==> config.mk <==
export PLATFORM = sky130hd
export DESIGN_NAME = fifo_rd_stream
export DESIGN_NICKNAME = d
export VERILOG_FILES = /design/src/rtl/fifo_rd_stream_pkg.sv /design/src/rtl/fifo_rd_skid.sv /design/src/rtl/fifo_rd_stream.sv
export SDC_FILE = /design/constraint.sdc
export NUM_CORES = 1
export LEC_CHECK = 0
export ABC_AREA = 1
export CAP_MARGIN = 20
export CORE_AREA = 2 2 50 52
export DETAILED_ROUTE_END_ITERATION = 16
export DIE_AREA = 0 0 52 54
export PLACE_DENSITY = 0.81
export SETUP_SLACK_MARGIN = 0.02
export SYNTH_ARGS = -nofsm -noshare
export SYNTH_HDL_FRONTEND = slang
export SYNTH_SLANG_ARGS = --single-unit
==> constraint.sdc <==
create_clock -name rclk -period 4.7 [get_ports rclk]
set_input_delay 0.47 -clock rclk [delete_from_list [all_inputs] [get_ports rclk]]
set_output_delay 0.47 -clock rclk [all_outputs]
set_load 0.03 [all_outputs]
==> src/rtl/fifo_rd_stream_pkg.sv <==
// -----------------------------------------------------------------------------
// fifo_rd_stream_pkg
// Shared definitions for the async_fifo read-side drain stage:
//   FIFO_RD_SKID_DEPTH - number of entries in the skid buffer
//   occ_t / OCC_*      - skid buffer occupancy encoding (0, 1 or 2 words held)
//   pkt_cnt_w()        - width of the packet beat counter for a given PKT_LEN
// -----------------------------------------------------------------------------
package fifo_rd_stream_pkg;

    localparam int FIFO_RD_SKID_DEPTH = 2;

    typedef logic [1:0] occ_t;

    localparam occ_t OCC_EMPTY = 2'd0;
    localparam occ_t OCC_ONE   = 2'd1;
    localparam occ_t OCC_FULL  = 2'd2;

    // PKT_LEN=1 still needs a 1-bit counter so the vector is never zero width.
    function automatic int pkt_cnt_w(input int pkt_len);
        return (pkt_len > 1) ? $clog2(pkt_len) : 1;
    endfunction

endpackage

==> src/rtl/fifo_rd_skid.sv <==
// -----------------------------------------------------------------------------
// fifo_rd_skid
// Two-entry in-order buffer that catches FIFO read data one cycle after the
// read was issued. The head entry is presented directly on `head`.
// Ports:
//   rclk, rrst  clock and asynchronous active-high reset
//   wr_en       store wr_data this cycle
//   wr_data     word to store
//   rd_en       drop the head entry this cycle (caller guarantees occ != 0)
//   head        oldest stored word
//   occ         number of stored words (0..2)
// -----------------------------------------------------------------------------
module fifo_rd_skid
    import fifo_rd_stream_pkg::*;
#(
    parameter int DATA_WIDTH = 8
) (
    input  logic                  rclk,
    input  logic                  rrst,
    input  logic                  wr_en,
    input  logic [DATA_WIDTH-1:0] wr_data,
    input  logic                  rd_en,
    output logic [DATA_WIDTH-1:0] head,
    output occ_t                  occ
);

    logic [DATA_WIDTH-1:0] tail;

    always_ff @(posedge rclk or posedge rrst) begin
        if (rrst) begin
            head <= '0;
            tail <= '0;
            occ  <= OCC_EMPTY;
        end else begin
            case ({wr_en, rd_en})
                2'b10: begin
                    if (occ == OCC_EMPTY) head <= wr_data;
                    else                  tail <= wr_data;
                    occ <= occ + OCC_ONE;
                end
                2'b01: begin
                    head <= tail;
                    occ  <= occ - OCC_ONE;
                end
                2'b11: begin
                    // Occupancy unchanged; the new word lands behind whatever
                    // survives the pop.
                    if (occ == OCC_FULL) begin
                        head <= tail;
                        tail <= wr_data;
                    end else begin
                        head <= wr_data;
                    end
                end
                default: ;
            endcase
        end
    end

endmodule

==> src/rtl/fifo_rd_stream.sv <==
// -----------------------------------------------------------------------------
// fifo_rd_stream
// Read-side drain stage for async_fifo (rclk domain). Issues FIFO reads,
// absorbs the one-cycle read latency in a 2-entry skid buffer and presents
// the words as a valid/ready stream framed into PKT_LEN-word packets.
// Ports:
//   rclk, rrst   read clock, asynchronous active-high reset
//   fifo_ren     read enable to async_fifo
//   fifo_rdata   FIFO read data, valid one cycle after a successful read
//   fifo_empty   FIFO empty flag
//   m_data, m_valid, m_ready, m_last   output stream
//   rd_count     saturating count of accepted words (FIFO_RD_STATS_EN only)
// Build option: define FIFO_RD_STATS_EN to add the rd_count port and counter.
// -----------------------------------------------------------------------------
module fifo_rd_stream
    import fifo_rd_stream_pkg::*;
#(
    parameter int DATA_WIDTH = 8,
    parameter int PKT_LEN    = 8
) (
    input  logic                  rclk,
    input  logic                  rrst,
    output logic                  fifo_ren,
    input  logic [DATA_WIDTH-1:0] fifo_rdata,
    input  logic                  fifo_empty,
    output logic [DATA_WIDTH-1:0] m_data,
    output logic                  m_valid,
    input  logic                  m_ready,
    output logic                  m_last
`ifdef FIFO_RD_STATS_EN
   ,output logic [15:0]           rd_count
`endif
);

    localparam int                BEAT_W    = pkt_cnt_w(PKT_LEN);
    localparam logic [BEAT_W-1:0] BEAT_LAST = BEAT_W'(PKT_LEN - 1);

    logic              pop;
    logic              inflight;
    occ_t              occ;
    logic [2:0]        level_next;
    logic [BEAT_W-1:0] beat_cnt;

    assign pop = m_valid && m_ready;

    // Words held after this edge if no new read is issued; a read is only
    // allowed when its data will still find a free skid entry.
    assign level_next = {1'b0, occ} + {2'b00, inflight} - {2'b00, pop};
    assign fifo_ren   = !fifo_empty && !rrst && (level_next < 3'(FIFO_RD_SKID_DEPTH));

    always_ff @(posedge rclk or posedge rrst) begin
        if (rrst) inflight <= 1'b0;
        else      inflight <= fifo_ren && !fifo_empty;
    end

    fifo_rd_skid #(
        .DATA_WIDTH (DATA_WIDTH)
    ) u_skid (
        .rclk    (rclk),
        .rrst    (rrst),
        .wr_en   (inflight),
        .wr_data (fifo_rdata),
        .rd_en   (pop),
        .head    (m_data),
        .occ     (occ)
    );

    assign m_valid = (occ != OCC_EMPTY);
    assign m_last  = m_valid && (beat_cnt == BEAT_LAST);

    // Held while the FIFO runs dry so a packet resumes where it stopped.
    always_ff @(posedge rclk or posedge rrst) begin
        if (rrst) begin
            beat_cnt <= '0;
        end else if (pop) begin
            beat_cnt <= (beat_cnt == BEAT_LAST) ? '0 : beat_cnt + BEAT_W'(1);
        end
    end

`ifdef FIFO_RD_STATS_EN
    always_ff @(posedge rclk or posedge rrst) begin
        if (rrst) begin
            rd_count <= '0;
        end else if (pop && (rd_count != 16'hFFFF)) begin
            rd_count <= rd_count + 16'd1;
        end
    end
`endif

endmodule

==> results by group <==
Die
  • Area of the core: 2320 um^2
  • Number of top-level pins: 23
  • Count of standard-cell rows: 18
  • Width of the die: 52 um
  • Die Footprint: 2810 um^2
  • Starting Density: 51.2%
  • Vertical die dimension: 54 um

Setup path
  • CP Launch Type: flip-flop
  • Data required time of the critical path: 4.23 ns
  • Setup crit end kind: primary output
  • Slack of the worst reg-to-reg path: 2.75 ns
  • Worst setup path class: flip-flop to primary output
  • Worst path arrival time: 3.00 ns
  • Critical path fanouts, max: 5
  • Worst reg2reg startpoint: u_skid.occ[1]
  • Reg-to-Reg End: u_skid.head[1]
  • Depth of the worst register-to-register path: 9

Run status
  • Result of the run: complete, no violations

Timing
  • Setup Skew: 0.00212 ns
  • Worst Max-Slew Pin Slew: 0.335 ns
  • Final worst path period need: 3.47 ns
  • Final sum of negative setup slack: 0 ns
  • Number of max-slew violations in the final report: 0
  • Max_slew headroom: 77.7%
  • Final cycle utilization of the critical path: 73.7%
  • Peak clock frequency supported by timing: 0.289 GHz
  • Unrepaired setup endpoints after global routing: no
  • Final count of hold timing violations: 0
  • Tightest hold margin: 0.482 ns
  • Setup-violating endpoint count in the final report: 0

CTS
  • Htree depth: 1
  • Insertion delay to the later sink of the worst-skew pair: 0.31 ns
  • Number of buffers between clock root and the deepest sink: 2
  • Number of clock sinks: 22
  • Count of buffers added by post-CTS timing repair for setup: 0
  • CTS hold repair buffers: 0
  • Number of CTS-inserted buffers: 3
  • TritonCTS clock tree: done
  • Cell at the root of the clock tree: sky130_fd_sc_hd__clkbuf_4
  • Clock edge transition at the registers on the reported setup and hold paths: 0.12 ns
  • Number of instances resized during post-cts repair: 0

Route
  • Via Count: 1020
  • Post-detailed-route wirelength per cell: 12.3 um
  • First drt pass iteration count: 4
  • Routed wire length: 2430 um
  • DRC: 0
  • Via density per instance: 5.15
  • Remaining antenna violation count after routing: 0
  • Count of routing violations after the opening detailed-route iteration: 35

Global routing
  • Vias in the first global route: 914
  • Global-route total usage across every layer: 20.1%
  • Global-route congestion overflow total: 0
  • Pin count of the biggest net entering global routing: 24
  • Wire length of the first global-routing pass: 4110 um
  • Initial antenna violation count: 0

Logic synthesis
  • Leading register cell type out of synthesis: sky130_fd_sc_hd__dfrtp_1
  • Count of mapped cells out of synthesis: 143
  • Average instance area after synthesis: 8.30 um^2
  • Distinct cell type count of the synthesized netlist: 22
  • Number of nets produced by synthesis: 161
  • Count of state elements after synthesis: 22
  • Sequential element share of the synthesized area: 46.4%
  • Number of warnings printed during yosys synthesis: 0
  • Area share of the largest cell type after synthesis: 46.4%
  • Netlist Area Pre-Place: 1190 um^2
  • Share of async-settable or async-resettable flops after synthesis: 100%
  • Leading post-synthesis cells by cell area: sky130_fd_sc_hd__dfrtp_1 46%, sky130_fd_sc_hd__nand2_1 21%, sky130_fd_sc_hd__nand3_1 6.7%
  • Cell taking the most area after synthesis: sky130_fd_sc_hd__dfrtp_1
  • Post-synth EDFFs: 0

Power and ir drop
  • Power per Cell Area: 658 nW/um^2
  • Total leakage power: 0.000754 uW
  • Total power: 980 uW
  • Largest voltage drop on the vdd net: 0.395 mV

Finish
  • Area added between synthesis and finish: 25.4%
  • # nets final: 187
  • Diodes inserted: 0
  • Share of cells above drive strength 1: 9.52%
  • Count of filler cells inserted in the layout: 201

Place
  • Gp weighted congestion: 0.801
  • PortBufs: 22
  • HPWL after detailed placement: 1820 um

Run
  • Max-capacitance violation count: 0

Hold path
  • Tightest Hold Check Type: primary input to asynchronous set/reset pin
worst max-delay path: stages, from the launching register on:
cell                              delay, ns
sky130_fd_sc_hd__dfrtp_1               0.47
sky130_fd_sc_hd__inv_2                 0.15
sky130_fd_sc_hd__nand2_1               0.13
sky130_fd_sc_hd__nor2_1                0.19
sky130_fd_sc_hd__o21ai_0               0.13
sky130_fd_sc_hd__fa_1                  0.50
sky130_fd_sc_hd__nand2_1               0.09
sky130_fd_sc_hd__nor3_1                0.29
sky130_fd_sc_hd__clkdlybuf4s50_1       0.74
registers in the layout (all words and copies together), names as in the netlist:
name and cells:
u_skid.head 8, inflight 1, u_skid.tail 8, u_skid.occ 2, beat_cnt 3
cell usage in the layout, fill, tap and decap left out, drive strengths merged:
cell	instances
xnor2	2
clkbuf	3
o21ai	4
buf	1
a21oi	2
nor2	5
bufinv	1
nand2	69
clkdlybuf4s50	22
xor2	1
nor3	2
inv	9
o21a	1
fa	1
or2	1
dfrtp	22
nand3	17
ha	5
where the power goes:
group	switching (uW)	total [uW]	internal [uW]
registers	63.3	336	273
clock network	57.8	144	86.3
logic	307	500	193
total	428	980	552
synth_stat cells (all sizes together), types with 2 or more instances:
master	count
nor3	2
ha	5
buf	2
nand3	17
a21oi	2
dfrtp	22
inv	9
nor2	5
o21ai	4
xnor2	2
nand2	69
worst max-delay path by stage:
stage	startpoint	endpoint	slack, ns	depth (start not counted)
3_3_place_gp	m_ready	fifo_ren	1.52	8
3_5_place_dp	m_ready	fifo_ren	1.30	8
4_1_cts	u_skid.occ[0]	fifo_ren	1.25	8
5_1_grt	u_skid.occ[0]	fifo_ren	1.09	8
2_1_floorplan	u_skid.occ[0]	fifo_ren	2.03	7
6_report	u_skid.occ[0]	fifo_ren	1.23	8
kinds of logic after synthesis:
logic type	Yosys count	synth area share [%]
buffers and inverters	11	4.22
xor gates and xnor gates	3	2.21
adders and majority gates	6	6.95
DFF	22	46.4
AOI/OAI and AO/OA	7	5.37
and+or+nand+nor	94	34.9
final cells by class:
cell class,instances,area [um^2],share of cell area (%)
Inverter,9,33.8,2.27
Clock inverter,1,30.0,2.02
Tap cell,30,37.5,2.52
Multi-Input combinational cell,110,587,39.4
Clock buffer,3,22.5,1.51
Timing Repair Buffer,23,228,15.3
Sequential cell,22,551,37.0
metal layers:
metal | share of wire, % | track usage (%) | wire length, um
met5 | 0 | 0 | 0
met4 | 3.0 | 7.89 | 73
met2 | 51 | 34.8 | 1230
met1 | 43 | 25.7 | 1040
met3 | 3.8 | 2.50 | 93
through the flow:
stage,utilization [%],setup WS [ns],cell area [um^2],std cells
after floorplan,-,2.03,1190,143
after global placement,61.9,1.52,1440,194
after CTS,64.2,1.25,1490,198
after global routing,64.2,1.09,1490,198
after detailed placement,61.9,1.30,1440,194
final,64.2,1.23,1490,198
No activity file was read; power rests on OpenSTA's default activity.
